## config.mk

```make
export PLATFORM = sky130hd
export DESIGN_NAME = atm_flat
export DESIGN_NICKNAME = d
export VERILOG_FILES = /design/src/rtl/atm_pkg.sv /design/src/rtl/atm_if.sv /design/src/rtl/atm_account_db.sv /design/src/rtl/atm.sv /design/src/flat_wrapper.sv
export SDC_FILE = /design/constraint.sdc
export NUM_CORES = 1
export LEC_CHECK = 0
export BUFFER_PORTS_ARGS = -buffer_cell sky130_fd_sc_hd__buf_2
export CORE_ASPECT_RATIO = 2
export CORE_MARGIN = 8
export CORE_UTILIZATION = 30
export CTS_CLUSTER_DIAMETER = 30
export DETAILED_ROUTE_END_ITERATION = 7
export SYNTH_ARGS = -nofsm -noshare
export SYNTH_HDL_FRONTEND = slang
export SYNTH_SLANG_ARGS = --single-unit
```

## constraint.sdc

```tcl
create_clock -name clk -period 13 [get_ports clk]
set_clock_uncertainty 0.15 [all_clocks]
set_input_delay 3.9 -clock clk [delete_from_list [all_inputs] [get_ports clk]]
set_output_delay 3.9 -clock clk [all_outputs]
set_load 0.02 [all_outputs]
```

## src/rtl/atm_pkg.sv

```systemverilog
// ATM controller shared definitions: widths, state/operation encodings and
// the power-on contents of the account database.
package atm_pkg;

  localparam int NUM_ACCOUNTS = 10;
  localparam int MAX_PIN      = 9999;

  localparam int PIN_W = 14;
  localparam int BAL_W = 32;
  localparam int AMT_W = 16;
  localparam int ACC_W = 4;
  localparam int OP_W  = 3;

  // FSM state encoding; the operation states share the operation code values
  typedef enum logic [2:0] {
    ST_ACCOUNT    = 3'd0,
    ST_PIN        = 3'd1,
    ST_MENU       = 3'd2,
    ST_BALANCE    = 3'd3,
    ST_WITHDRAW   = 3'd4,
    ST_DEPOSIT    = 3'd5,
    ST_CHANGE_PIN = 3'd6,
    ST_IDLE       = 3'd7
  } state_t;

  localparam logic [OP_W-1:0] OP_BALANCE    = 3'd3;
  localparam logic [OP_W-1:0] OP_WITHDRAW   = 3'd4;
  localparam logic [OP_W-1:0] OP_DEPOSIT    = 3'd5;
  localparam logic [OP_W-1:0] OP_CHANGE_PIN = 3'd6;

  // Entry i holds account number i+1
  localparam logic [PIN_W-1:0] INIT_PIN [NUM_ACCOUNTS] = '{
    14'd1234, 14'd2345, 14'd3456, 14'd4567, 14'd5678,
    14'd6789, 14'd7890, 14'd8901, 14'd9012, 14'd7123
  };

  localparam logic [BAL_W-1:0] INIT_BAL [NUM_ACCOUNTS] = '{
    32'd1000, 32'd2000, 32'd3000, 32'd4000, 32'd5000,
    32'd6000, 32'd7000, 32'd8000, 32'd9000, 32'd10000
  };

  // Account numbers are 1-based; 0 and anything above the table are invalid
  function automatic logic isAccountNumber(input logic [ACC_W-1:0] acc);
    return (acc >= 4'd1) && (acc <= ACC_W'(NUM_ACCOUNTS));
  endfunction

endpackage

```

## src/rtl/atm_if.sv

```systemverilog
// Front-end <-> ATM controller bundle: transaction request fields going in,
// result and FSM state coming back out.
interface atm_if;
  import atm_pkg::*;

  logic [OP_W-1:0]  operation;
  logic [ACC_W-1:0] acc_num;
  logic [PIN_W-1:0] pin;
  logic [PIN_W-1:0] newPin;
  logic [AMT_W-1:0] amount;
  logic             language;
  logic [BAL_W-1:0] balance;
  logic             success;
  logic [2:0]       state;

  modport master (
    output operation, acc_num, pin, newPin, amount, language,
    input  balance, success, state
  );

  modport slave (
    input  operation, acc_num, pin, newPin, amount, language,
    output balance, success, state
  );

endinterface

```

## src/rtl/atm_account_db.sv

```systemverilog
// Account database: per-account PIN and balance registers that reload their
// power-on values on reset, combinational read and one synchronous write
// port addressed by a 0-based index.
// Optional feature: ATM_LOCKOUT_EN adds a per-account wrong-PIN counter and
// lock flag.
module atm_account_db
  import atm_pkg::*;
(
  input  logic             clk,
  input  logic             rst,
  input  logic [ACC_W-1:0] i_idx,
  output logic [PIN_W-1:0] o_pin,
  output logic [BAL_W-1:0] o_bal,
  input  logic             i_balWe,
  input  logic [BAL_W-1:0] i_wrBal,
  input  logic             i_pinWe,
  input  logic [PIN_W-1:0] i_wrPin
`ifdef ATM_LOCKOUT_EN
  ,
  input  logic             i_pinFail,
  input  logic             i_pinOk,
  output logic             o_locked
`endif
);

  logic [PIN_W-1:0] r_pin [NUM_ACCOUNTS];
  logic [BAL_W-1:0] r_bal [NUM_ACCOUNTS];
  logic             w_inRange;

  assign w_inRange = (i_idx < ACC_W'(NUM_ACCOUNTS));
  assign o_pin     = w_inRange ? r_pin[i_idx] : '0;
  assign o_bal     = w_inRange ? r_bal[i_idx] : '0;

  // Storage: reset restores the initial table, otherwise apply the write port
  always_ff @(posedge clk) begin
    if (rst) begin
      for (int i = 0; i < NUM_ACCOUNTS; i++) begin
        r_pin[i] <= INIT_PIN[i];
        r_bal[i] <= INIT_BAL[i];
      end
    end else if (w_inRange) begin
      if (i_balWe) r_bal[i_idx] <= i_wrBal;
      if (i_pinWe) r_pin[i_idx] <= i_wrPin;
    end
  end

`ifdef ATM_LOCKOUT_EN
  logic [1:0]              r_failCnt [NUM_ACCOUNTS];
  logic [NUM_ACCOUNTS-1:0] r_locked;

  assign o_locked = w_inRange ? r_locked[i_idx] : 1'b0;

  // Lockout: the third consecutive wrong PIN locks the account until reset
  always_ff @(posedge clk) begin
    if (rst) begin
      for (int i = 0; i < NUM_ACCOUNTS; i++) begin
        r_failCnt[i] <= 2'd0;
      end
      r_locked <= '0;
    end else if (w_inRange) begin
      if (i_pinOk) begin
        r_failCnt[i_idx] <= 2'd0;
      end else if (i_pinFail) begin
        if (r_failCnt[i_idx] == 2'd2) begin
          r_locked[i_idx]  <= 1'b1;
          r_failCnt[i_idx] <= 2'd0;
        end else begin
          r_failCnt[i_idx] <= r_failCnt[i_idx] + 2'd1;
        end
      end
    end
  end
`endif

endmodule

```

## src/rtl/atm.sv

```systemverilog
// ATM transaction controller top: captures a request in IDLE, then walks
// ACCOUNT -> PIN -> operation -> IDLE, updating balance/success on the
// execute or reject step.
// Optional feature: ATM_LOCKOUT_EN (wrong-PIN account lockout).
module atm
  import atm_pkg::*;
(
  input  logic  clk,
  input  logic  rst,
  atm_if.slave  bus
);

  state_t           r_state;
  state_t           w_nextState;

  logic [OP_W-1:0]  r_op;
  logic [ACC_W-1:0] r_acc;
  logic [PIN_W-1:0] r_pin;
  logic [PIN_W-1:0] r_newPin;
  logic [AMT_W-1:0] r_amount;
  logic             r_language;

  logic [BAL_W-1:0] r_balance;
  logic             r_success;

  logic [ACC_W-1:0] w_idx;
  logic [PIN_W-1:0] w_dbPin;
  logic [BAL_W-1:0] w_dbBal;
  logic             w_balWe;
  logic [BAL_W-1:0] w_wrBal;
  logic             w_pinWe;
  logic             w_accOk;
  logic             w_pinMatch;
  logic [BAL_W-1:0] w_amtExt;
  logic [BAL_W:0]   w_depSum;
  logic             w_newPinOk;
  logic             w_outWe;
  logic [BAL_W-1:0] w_outBal;
  logic             w_outSucc;
  logic             w_unusedLang;

`ifdef ATM_LOCKOUT_EN
  logic w_locked;
  logic w_pinFail;
  logic w_pinOk;
`endif

  // Language is carried with the transaction for the display only
  assign w_unusedLang = r_language;

  assign w_idx      = r_acc - 4'd1;
  assign w_pinMatch = (r_pin == w_dbPin);
  assign w_amtExt   = {{(BAL_W-AMT_W){1'b0}}, r_amount};
  assign w_depSum   = {1'b0, w_dbBal} + {1'b0, w_amtExt};
  assign w_newPinOk = (r_newPin <= PIN_W'(MAX_PIN)) && (r_newPin != w_dbPin);
`ifdef ATM_LOCKOUT_EN
  assign w_accOk    = isAccountNumber(r_acc) && !w_locked;
`else
  assign w_accOk    = isAccountNumber(r_acc);
`endif

  atm_account_db u_db (
    .clk       (clk),
    .rst       (rst),
    .i_idx     (w_idx),
    .o_pin     (w_dbPin),
    .o_bal     (w_dbBal),
    .i_balWe   (w_balWe),
    .i_wrBal   (w_wrBal),
    .i_pinWe   (w_pinWe),
    .i_wrPin   (r_newPin)
`ifdef ATM_LOCKOUT_EN
    ,
    .i_pinFail (w_pinFail),
    .i_pinOk   (w_pinOk),
    .o_locked  (w_locked)
`endif
  );

  // State register
  always_ff @(posedge clk) begin
    if (rst) r_state <= ST_IDLE;
    else     r_state <= w_nextState;
  end

  // Request capture: inputs are only sampled while sitting in IDLE
  always_ff @(posedge clk) begin
    if (rst) begin
      r_op       <= '0;
      r_acc      <= '0;
      r_pin      <= '0;
      r_newPin   <= '0;
      r_amount   <= '0;
      r_language <= 1'b0;
    end else if (r_state == ST_IDLE) begin
      r_op       <= bus.operation;
      r_acc      <= bus.acc_num;
      r_pin      <= bus.pin;
      r_newPin   <= bus.newPin;
      r_amount   <= bus.amount;
      r_language <= bus.language;
    end
  end

  // Result registers hold until the next execute or reject step
  always_ff @(posedge clk) begin
    if (rst) begin
      r_balance <= '0;
      r_success <= 1'b0;
    end else if (w_outWe) begin
      r_balance <= w_outBal;
      r_success <= w_outSucc;
    end
  end

  // Next state, database writes and result values
  always_comb begin
    w_nextState = r_state;
    w_balWe     = 1'b0;
    w_wrBal     = w_dbBal;
    w_pinWe     = 1'b0;
    w_outWe     = 1'b0;
    w_outBal    = r_balance;
    w_outSucc   = 1'b0;
`ifdef ATM_LOCKOUT_EN
    w_pinFail   = 1'b0;
    w_pinOk     = 1'b0;
`endif
    case (r_state)
      ST_IDLE: begin
        w_nextState = ST_ACCOUNT;
      end
      ST_ACCOUNT: begin
        if (w_accOk) begin
          w_nextState = ST_PIN;
        end else begin
          w_outWe     = 1'b1;
          w_nextState = ST_IDLE;
        end
      end
      ST_PIN: begin
        if (w_pinMatch) begin
`ifdef ATM_LOCKOUT_EN
          w_pinOk = 1'b1;
`endif
          case (r_op)
            OP_BALANCE:    w_nextState = ST_BALANCE;
            OP_WITHDRAW:   w_nextState = ST_WITHDRAW;
            OP_DEPOSIT:    w_nextState = ST_DEPOSIT;
            OP_CHANGE_PIN: w_nextState = ST_CHANGE_PIN;
            default:       w_nextState = ST_MENU;
          endcase
        end else begin
`ifdef ATM_LOCKOUT_EN
          w_pinFail = 1'b1;
`endif
          w_outWe     = 1'b1;
          w_nextState = ST_IDLE;
        end
      end
      ST_MENU: begin
        w_outWe     = 1'b1;
        w_nextState = ST_IDLE;
      end
      ST_BALANCE: begin
        w_outWe     = 1'b1;
        w_outBal    = w_dbBal;
        w_outSucc   = 1'b1;
        w_nextState = ST_IDLE;
      end
      ST_WITHDRAW: begin
        w_outWe  = 1'b1;
        w_outBal = w_dbBal;
        if (w_amtExt <= w_dbBal) begin
          w_balWe   = 1'b1;
          w_wrBal   = w_dbBal - w_amtExt;
          w_outBal  = w_dbBal - w_amtExt;
          w_outSucc = 1'b1;
        end
        w_nextState = ST_IDLE;
      end
      ST_DEPOSIT: begin
        w_outWe  = 1'b1;
        w_outBal = w_dbBal;
        if (!w_depSum[BAL_W]) begin
          w_balWe   = 1'b1;
          w_wrBal   = w_depSum[BAL_W-1:0];
          w_outBal  = w_depSum[BAL_W-1:0];
          w_outSucc = 1'b1;
        end
        w_nextState = ST_IDLE;
      end
      ST_CHANGE_PIN: begin
        w_outWe  = 1'b1;
        w_outBal = w_dbBal;
        if (w_newPinOk) begin
          w_pinWe   = 1'b1;
          w_outSucc = 1'b1;
        end
        w_nextState = ST_IDLE;
      end
      default: begin
        w_nextState = ST_IDLE;
      end
    endcase
  end

  assign bus.balance = r_balance;
  assign bus.success = r_success;
  assign bus.state   = r_state;

endmodule

```

## src/flat_wrapper.sv

```systemverilog
// flat-port wrapper written by rule: the top's interface ports become plain ports
module atm_flat import atm_pkg::*;
  (clk, rst, bus_operation, bus_acc_num, bus_pin, bus_newPin, bus_amount, bus_language, bus_balance, bus_success, bus_state);
  atm_if bus_i ();
  input  logic clk;
  input  logic rst;
  input wire logic [$bits(bus_i.operation)-1:0] bus_operation;
  input wire logic [$bits(bus_i.acc_num)-1:0] bus_acc_num;
  input wire logic [$bits(bus_i.pin)-1:0] bus_pin;
  input wire logic [$bits(bus_i.newPin)-1:0] bus_newPin;
  input wire logic [$bits(bus_i.amount)-1:0] bus_amount;
  input wire logic [$bits(bus_i.language)-1:0] bus_language;
  output wire logic [$bits(bus_i.balance)-1:0] bus_balance;
  output wire logic [$bits(bus_i.success)-1:0] bus_success;
  output wire logic [$bits(bus_i.state)-1:0] bus_state;
  assign bus_i.operation = bus_operation;
  assign bus_i.acc_num = bus_acc_num;
  assign bus_i.pin = bus_pin;
  assign bus_i.newPin = bus_newPin;
  assign bus_i.amount = bus_amount;
  assign bus_i.language = bus_language;
  assign bus_balance = bus_i.balance;
  assign bus_success = bus_i.success;
  assign bus_state = bus_i.state;
  atm u_core (.clk(clk), .rst(rst), .bus(bus_i));
endmodule
```

; After elaboration in Yosys (flattened, before gate mapping)
; Memory sizes are Yosys's and may differ from the RTL's.
; Cells that the tools add are included.
; Widths: inputs -> output; s select.
[totals]
word_cells = 75
ram_bits = 460
input_bits = 54
register_bits = 87
output_inout_bits = 36
n_memories = 2
[classes]
addsub = 3
order_cmp = 5
reduce_logical = 9
n_mux = 35
n_eq_ne = 13
[mem_list]
columns = memory, depth, width, rd, rd_clocked_by_memory_dff, write_ports, line
row1 = u_core.u_db.r_bal, 10, 32, 1, 0, 10, atm_account_db.sv:27  ; logic [BAL_W-1:0] r_bal [NUM_ACCOUNTS];
row2 = u_core.u_db.r_pin, 10, 14, 1, 0, 10, atm_account_db.sv:26  ; logic [PIN_W-1:0] r_pin [NUM_ACCOUNTS];
[op_table]
columns = operator, count
row1 = $mux 32, 4
row2 = $pmux 32 s3, 1
row3 = $pmux 32 s2, 1
row4 = $add 32x16->33, 1
row5 = $le 16x32->1, 1
row6 = $reduce_or 32->1, 1
row7 = $sub 32x16->32, 1
row8 = $mux 14, 2
row9 = $pmux 3 s4, 2
row10 = $eq 3x3->1 const B, 7
row11 = $mux 1, 18
row12 = $eq 14x14->1, 1
row13 = $le 14x14->1 const B, 1
row14 = $ne 14x14->1, 1
row15 = $reduce_or 14->1, 1
row16 = $eq 3x2->1 const B, 3
row17 = $mux 4, 2
row18 = $mux 3, 2
row19 = $reduce_or 5->1, 1
row20 = $ge 4x1->1 const B, 1
row21 = $le 4x4->1 const B, 1
row22 = $lt 4x4->1 const B, 1
row23 = $pmux 1 s4, 1
row24 = $sub 4x1->4 const B, 1
row25 = other kinds (8), 9

; Depth between registers and ports, before layout
; Gate-level depths: netlist (run 1).
[depth]
ltp_word = 13
depth_mapped = 31
mapped_depth_nobuf = 19

; Hierarchy
; A second synthesis (run 1) with hierarchy kept.
[unflattened]
hier_cells = 2512
area_unflattened_um2 = 27948.1
[modules_own_cells]
columns = module, cells_each, seq_area_each_um2, area_per_inst_um2, instances
row1 = atm_account_db, 1419, 13813.2, 20255.7, 1
row2 = atm, 1093, 1741.7, 7692.4, 1

; Least setup slack after synthesis (run 1)
; OpenSTA, ideal clock, no wires.
[synth_timing]
kind = register -> register
start = register u_core.r_acc[0]
end = memory u_core.u_db.r_bal[9][0], enable pin
t_required_ps = 12380
arrival_ps = 8578
period_less_slack_ps = 9198
n_path_buf = 12
setup_slack_ps = 3802
path_stages_with_launch = 28
setup_ps = 470
path_cell_list = dfxtp_1 -> buf_4 -> buf_6 -> inv_1 -> clkbuf_1 -> clkbuf_1 -> clkbuf_1 -> ha_1 -> buf_2 -> buf_4 -> buf_2 -> buf_2 -> clkbuf_1 -> mux4_2 -> mux2i_1 -> o22ai_1 -> ha_1 -> clkbuf_1 -> inv_1 -> a221oi_1 -> a211o_1 -> a211oi_1 -> o32ai_1 -> nor2_2 -> nand3_1 -> o21ai_1 -> buf_2 -> o31ai_1
[synth_rtl]
columns = element, line
row1 = "start, declared", atm.sv:17  ; logic [ACC_W-1:0] r_acc;
row2 = "start signal, assigned", atm.sv:97  ; r_acc <= bus.acc_num;
row3 = "end, declared", atm_account_db.sv:27

==> out/results.txt, run 1 <==
CTS Buf Count -> 93
Die Width -> 234 um
Fmax -> 0.108 GHz
setup_tns -> 0 ps
cell count after synthesis -> 2553
CP cell instances -> inv_1 > buf_4 > ha_4 > buf_4 > mux4_2 > mux2i_1 > o22ai_1 > ha_1 > or4_1 > a211o_1 > a211oi_1 > o32ai_1 > nor2_2 > nand3_1 > nand2b_1 > buf_4 > or3_1 > buf_4 > nand2_2
slowest CP cell -> nor2_2
total gr overflow -> 0
max layer used -> met4
Synth top cells by count -> edfxtp_1, nor2_1, nand2_1
CP Class -> reg2reg
residual DRC count -> 0
1st-iter DRT viols -> 2232
fin cells -> 3886
final RePlAce weighted congestion -> 0.927
Slew Limit Fails -> 0
relative slew slack -> 0.127
share of cells above drive strength 1 -> 0.181
Synth Register Bits -> 547
Startpoint Class -> flip-flop
Detailed Route WL -> 88.2 mm
endpoint class of the critical path -> flip-flop
Top FF cell, synth -> edfxtp_1
sequential share of the synthesized area -> 0.545
gr usage total -> 0.163
Port Buffers -> 88
Max Cap Viol -> 0
Post-Syn Nets -> 2644
I/O pins -> 90
Cells after DPL -> 3712
RSZ-0062 raised after global routing -> no
Min-Delay Path Class -> reg2reg
Routed WL per cell -> 22.7 um
Final Critical Period -> 9220 ps
htree depth -> 3
Worst EP required -> 12980 ps
CTS Hold Bufs -> 0
Max clock buf depth -> 3
Cell variety after synth -> 103
Post-Place Setup Slack -> 3800 ps
count leader, synth -> edfxtp_1
area leader, netlist -> edfxtp_1
Syn Std Cell Area -> 0.0286 mm2
Final ANT Viol Nets -> 0
CP Max Fanout -> 47
global-route wire length before repair -> 133 mm
Post-synth EDFFs -> 460
VDD IR max -> 0.000132 V
post-CTS setup buffers -> 0
die area -> 0.106 mm2
final hold vios -> 0
# fillers -> 9345
total number of vias -> 21400
post_cts resized -> 0
CTS Sinks -> 547
Site Rows -> 160
Yosys top cell area share -> 0.484
status -> complete, no violations
met3 routed WL -> 7.28 mm
area grow syn2layout -> 16.5%
Leak -> 11.4 nW
CTS tree -> built
asr flop ratio synth -> 0
worst slew pin tran -> 1300 ps
largest net degree at the start of global routing -> 110
Met2 Wirelength -> 40.0 mm
Arr. time, crit path -> 9200 ps
Post-layout nets -> 2683
final setup violation count -> 0
Synth area leaders -> edfxtp_1, dfxtp_1, mux4_2
initial core utilization -> 0.302
met1 WL -> 38.8 mm
initial antenna violation count -> 0
Root Buffer -> clkbuf_16
setup ws final -> 3780 ps
Ant. Diodes -> 0
Worst path max stage delay -> 850 ps
hpwl dp -> 58.2 mm
Top cell by count, worst path -> buf_4
TritonRoute pass-1 iters -> 6
syn_area_per_cell -> 11.2 um2
clock latency on the worst-skew pair -> 640 ps
Synthesis Warnings -> 0
Worst-path clk slew -> 50 ps
PD cells -> 300 mW/mm2
mean number of vias per cell -> 5.51
Die H -> 452 um
final period utilization -> 0.710
vias in the first global route -> 20900
core area -> 0.0947 mm2
## kinds of logic after synthesis
family | count (synthesis) | synth area share
flip-flops | 547 | 0.545
AO/OA/AOI/OAI | 454 | 0.111
AND/OR/NAND/NOR | 1007 | 0.164
XOR/XNOR | 75 | 0.0246
multiplexers | 185 | 0.101
adder cells (fa/ha/maj) | 37 | 0.0167
buffers and inverters | 248 | 0.0391
## flip-flops by register name (all words and copies together), names as in the netlist
signal and cells:
u_core.bus.balance 32, u_core.bus.state 3, u_core.bus.success 1, u_core.r_acc 4
u_core.r_amount 16, u_core.r_newPin 14, u_core.r_op 3, u_core.r_pin 14
u_core.u_db.r_bal 320, u_core.u_db.r_pin 140
## metal layers
layer / global-route usage / vias to the layer above
li1: - / 9579
met3: 0.0290 / 145
met2: 0.254 / 969
met4: 0.0496 / 0
met1: 0.229 / 10700
met5: 0 / -
## power breakdown
group          internal (mW)  total, mW  switching, mW
Combinational           1.70       5.30           3.60
Clock                   1.52       2.40          0.889
Sequential              2.10       2.27          0.179
## critical path, delay by kind of cell (launching register included)
kind / cells / cell delay, ps
fa+ha+maj: 2 / 1230
simple gates: 6 / 2740
buf+inv: 5 / 1830
flops: 1 / 610
compound gates: 4 / 1240
mux: 2 / 800
## layout make-up
| class | count | area [um2] | area share |
|---|---|---|---|
| Sequential cell | 547 | 15600 | 0.468 |
| Multi-Input combinational cell | 1758 | 12000 | 0.361 |
| Clock buffer | 107 | 2430 | 0.0731 |
| Tap cell | 1215 | 1520 | 0.0457 |
| Timing Repair Buffer | 145 | 883 | 0.0266 |
| Clock inverter | 67 | 681 | 0.0205 |
| Inverter | 47 | 176 | 0.00530 |
## placed cells by master (no fill, tap or decap), drive strengths merged, types with 30 or more instances in the layout
master  count
mux2i      82
nor3       59
o21ai      87
clkinv     45
or3        32
clkbuf    107
nand2     298
and2       39
xnor2      62
mux4       78
nand2b     30
inv        55
ha         35
buf       145
nor2      367
dfxtp      87
edfxtp    460
a21oi     129
nand3      67
## worst paths after layout
check	end	slack [ps]	from	depth (start not counted)
min reg2reg	u_core.r_pin[8]	320	u_core.r_pin[8]	2
max	u_core.u_db.r_bal[0][12]	3780	u_core.r_acc[0]	19
min	u_core.r_pin[8]	320	u_core.r_pin[8]	2
max reg2reg	u_core.u_db.r_bal[0][12]	3780	u_core.r_acc[0]	19
## per-stage QoR
stage	power [mW]	cell area [um2]	hold WS [ps]	utilization
after floorplan	5.87	28600	298	-
after global placement	7.47	30100	314	0.318
after detailed placement	7.49	30100	315	0.318
after CTS	9.93	33300	323	0.351
after global routing	10.5	33300	333	0.351
final	9.98	33300	321	0.351
Power figures use the tool's default switching activity.
==> run 2: changes to the inputs <==
- clock period: 13 -> 7.6 ns (I/O delays scaled with it)
==> out/results.txt, run 2 (synthesis gave the netlist of run 1 again) <==
status -> complete, no violations (unchanged)
TritonRoute pass-1 iters -> 6 (unchanged)
register area -> 0.0156 mm2 (unchanged)
final hold vios -> 0 (unchanged)
Worst-path clk slew -> 50 ps (about the same)
Slew Limit Fails -> 0 (unchanged)
Worst EP required -> 7790 ps (was 12980 ps)
area of the multi-input gates -> 0.0120 mm2 (about the same)
CTS Buf Count -> 98 (was 93)
Sw Share -> 0.463 (was 0.468)
worst slew pin tran -> 1140 ps (was 1300 ps)
1st-iter DRT viols -> 2336 (was 2232)
CTS Hold Bufs -> 0 (unchanged)
post-CTS setup buffers -> 0 (unchanged)
PnR Total Power -> 17.7 mW (was 9.98 mW)
post_cts resized -> 0 (unchanged)
P_sw -> 8.18 mW (was 4.67 mW)
most common cell after layout, fill and taps aside -> edfxtp_1 (unchanged)
Startpoint Class -> flip-flop (unchanged)
relative slew slack -> 0.234 (was 0.127)
Largest register FFs -> 320 (unchanged)
Flop pwr share -> 0.220 (was 0.228)
Int Pwr -> 9.50 mW (was 5.31 mW)
vias in the first global route -> 21200 (was 20900)
final RePlAce weighted congestion -> 0.945 (was 0.927)
# fillers -> 9221 (was 9345)
Worst path max stage delay -> 670 ps (was 850 ps)
RSZ-0062 raised after global routing -> no (unchanged)
VDD IR max -> 0.000274 V (was 0.000132 V)
setup ws final -> 384 ps (was 3780 ps)
residual DRC count -> 0 (unchanged)
Post-Place Setup Slack -> 490 ps (was 3800 ps)
initial antenna violation count -> 1 (was 0)
die area -> 0.106 mm2 (unchanged)
global-route wire length before repair -> 139 mm (was 133 mm)
core area -> 0.0947 mm2 (unchanged)
CP Class -> reg2reg (unchanged)
CP Max Fanout -> 36 (was 47)
Fmax -> 0.139 GHz (was 0.108 GHz)
slowest CP cell -> dfxtp_4 (was nor2_2)
fin cells -> 3928 (was 3886)
CP cell instances -> inv_1 > ha_4 > nor4b_2 > a32oi_4 > o22ai_1 > ha_1 > inv_1 > fa_1 > o21ba_2 > or4_1 > a211o_1 > a211oi_1 > o32ai_1 > or2_1 > buf_4 > o2111ai_1 > mux2i_1 > xnor2_2 > nor2_1 (was inv_1 > buf_4 > ha_4 > buf_4 > mux4_2 > mux2i_1 > o22ai_1 > ha_1 > or4_1 > a211o_1 > a211oi_1 > o32ai_1 > nor2_2 > nand3_1 > nand2b_1 > buf_4 > or3_1 > buf_4 > nand2_2)
Max Cap Viol -> 0 (unchanged)
endpoint class of the critical path -> flip-flop (unchanged)
final period utilization -> 0.949 (was 0.710)
PD cells -> 523 mW/mm2 (was 300 mW/mm2)
CP bufs+invs -> 3 (was 5)
htree depth -> 3 (unchanged)
commonest cells after routing, fill and taps aside -> edfxtp_1, nor2_1, nand2_1, a21oi_1, clkbuf_16 (unchanged)
Clk pwr share -> 0.254 (was 0.241)
Ant. Diodes -> 0 (unchanged)
CTS tree -> built (unchanged)
CTS Sinks -> 547 (unchanged)
Max clock buf depth -> 3 (unchanged)
Cells after DPL -> 3744 (was 3712)
Final Critical Period -> 7220 ps (was 9220 ps)
Leak -> 11.7 nW (was 11.4 nW)
CP top delay family -> compound AO/OA/AOI/OAI gates (was simple AND/OR/NAND/NOR gates)
area grow syn2layout -> 18.5% (was 16.5%)
final setup violation count -> 0 (unchanged)
Gate power share -> 0.526 (was 0.531)
Min-Delay Path Class -> reg2reg (unchanged)
Most flops, register -> u_core.u_db.r_bal (unchanged)
Final ANT Viol Nets -> 0 (unchanged)
Root Buffer -> clkbuf_16 (unchanged)
Site Rows -> 160 (unchanged)
initial core utilization -> 0.302 (unchanged)
gr usage total -> 0.173 (was 0.163)
share of cells above drive strength 1 -> 0.194 (was 0.181)
Arr. time, crit path -> 7400 ps (was 9200 ps)
total gr overflow -> 0 (unchanged)
Top cell by count, worst path -> inv_1 (was buf_4)
total number of vias -> 21900 (was 21400)
Post-layout nets -> 2720 (was 2683)
Port Buffers -> 88 (unchanged)
Die H -> 452 um (unchanged)
mean number of vias per cell -> 5.57 (was 5.51)
hpwl dp -> 62.6 mm (was 58.2 mm)
I/O pins -> 90 (unchanged)
Detailed Route WL -> 93.9 mm (was 88.2 mm)
clock latency on the worst-skew pair -> 660 ps (was 640 ps)
Routed WL per cell -> 23.9 um (was 22.7 um)
Die Width -> 234 um (unchanged)
largest net degree at the start of global routing -> 71 (was 110)
-- run 2: cell count changes in the layout (fill, tap and decap cells not counted), sizes merged --
| cell | before | now |
|---|---|---|
| clkinv | 45 | 35 |
| bufinv | 8 | 14 |
| clkinvlp | 6 | 13 |
| buf | 145 | 177 |
| clkbuf | 107 | 109 |
| inv | 55 | 60 |
-- run 2: final timing paths --
kind | from | endpoint | slack (ps) | depth (start not counted)
hold / removal | u_core.r_pin[3] | u_core.r_pin[3] | 320 | 2
setup reg to reg | u_core.r_acc[0] | u_core.u_db.r_bal[6][19] | 380 | 19
hold reg to reg | u_core.r_pin[3] | u_core.r_pin[3] | 320 | 2
setup / recovery | u_core.r_acc[0] | u_core.u_db.r_bal[6][19] | 380 | 19
-- run 2: routing by layer --
| layer | track usage | part of all wire | vias up | wire length [um] |
|---|---|---|---|---|
| met3 | 0.0337 | 0.091 | 183 | 8560 |
| met4 | 0.0571 | 0.029 | 0 | 2750 |
| met2 | 0.271 | 0.46 | 1112 | 43100 |
| li1 | - | - | 9671 | - |
| met5 | 0 | 0 | - | 0 |
| met1 | 0.238 | 0.42 | 10900 | 39500 |
-- run 2: final cells by class --
type,instances,share of cell area
Inverter,47,0.00521
Timing Repair Buffer,177,0.0350
Clock inverter,75,0.0265
Clock buffer,109,0.0743
Sequential cell,547,0.460
Multi-Input combinational cell,1758,0.354
Tap cell,1215,0.0449
-- run 2: worst min-delay path: stages, from the launching register on --
cell and delay [ps]:
dfxtp_1 320, nand2_1 50, a21oi_1 50
-- run 2: power groups by stage --
stage | clock network (mW) | registers [mW] | logic (mW)
after global routing | 4.66 | 3.92 | 9.90
after detailed placement | 0 | 3.94 | 9.09
final | 4.49 | 3.89 | 9.31
after CTS | 4.53 | 3.88 | 9.14
after global placement | 0 | 3.93 | 9.09
after floorplan | 0 | 3.83 | 6.22
-- run 2: metrics by stage --
| step | hold slack [ps] | utilization | TNS [ps] | cell area [um2] |
|---|---|---|---|---|
| finish | 320 | 0.357 | 0 | 33800 |
| global placement | 313 | 0.321 | 0 | 30400 |
| global route | 349 | 0.357 | 0 | 33800 |
| floorplan | 298 | - | -6900 | 28600 |
| detailed placement | 314 | 0.321 | 0 | 30400 |
| CTS | 323 | 0.357 | 0 | 33800 |
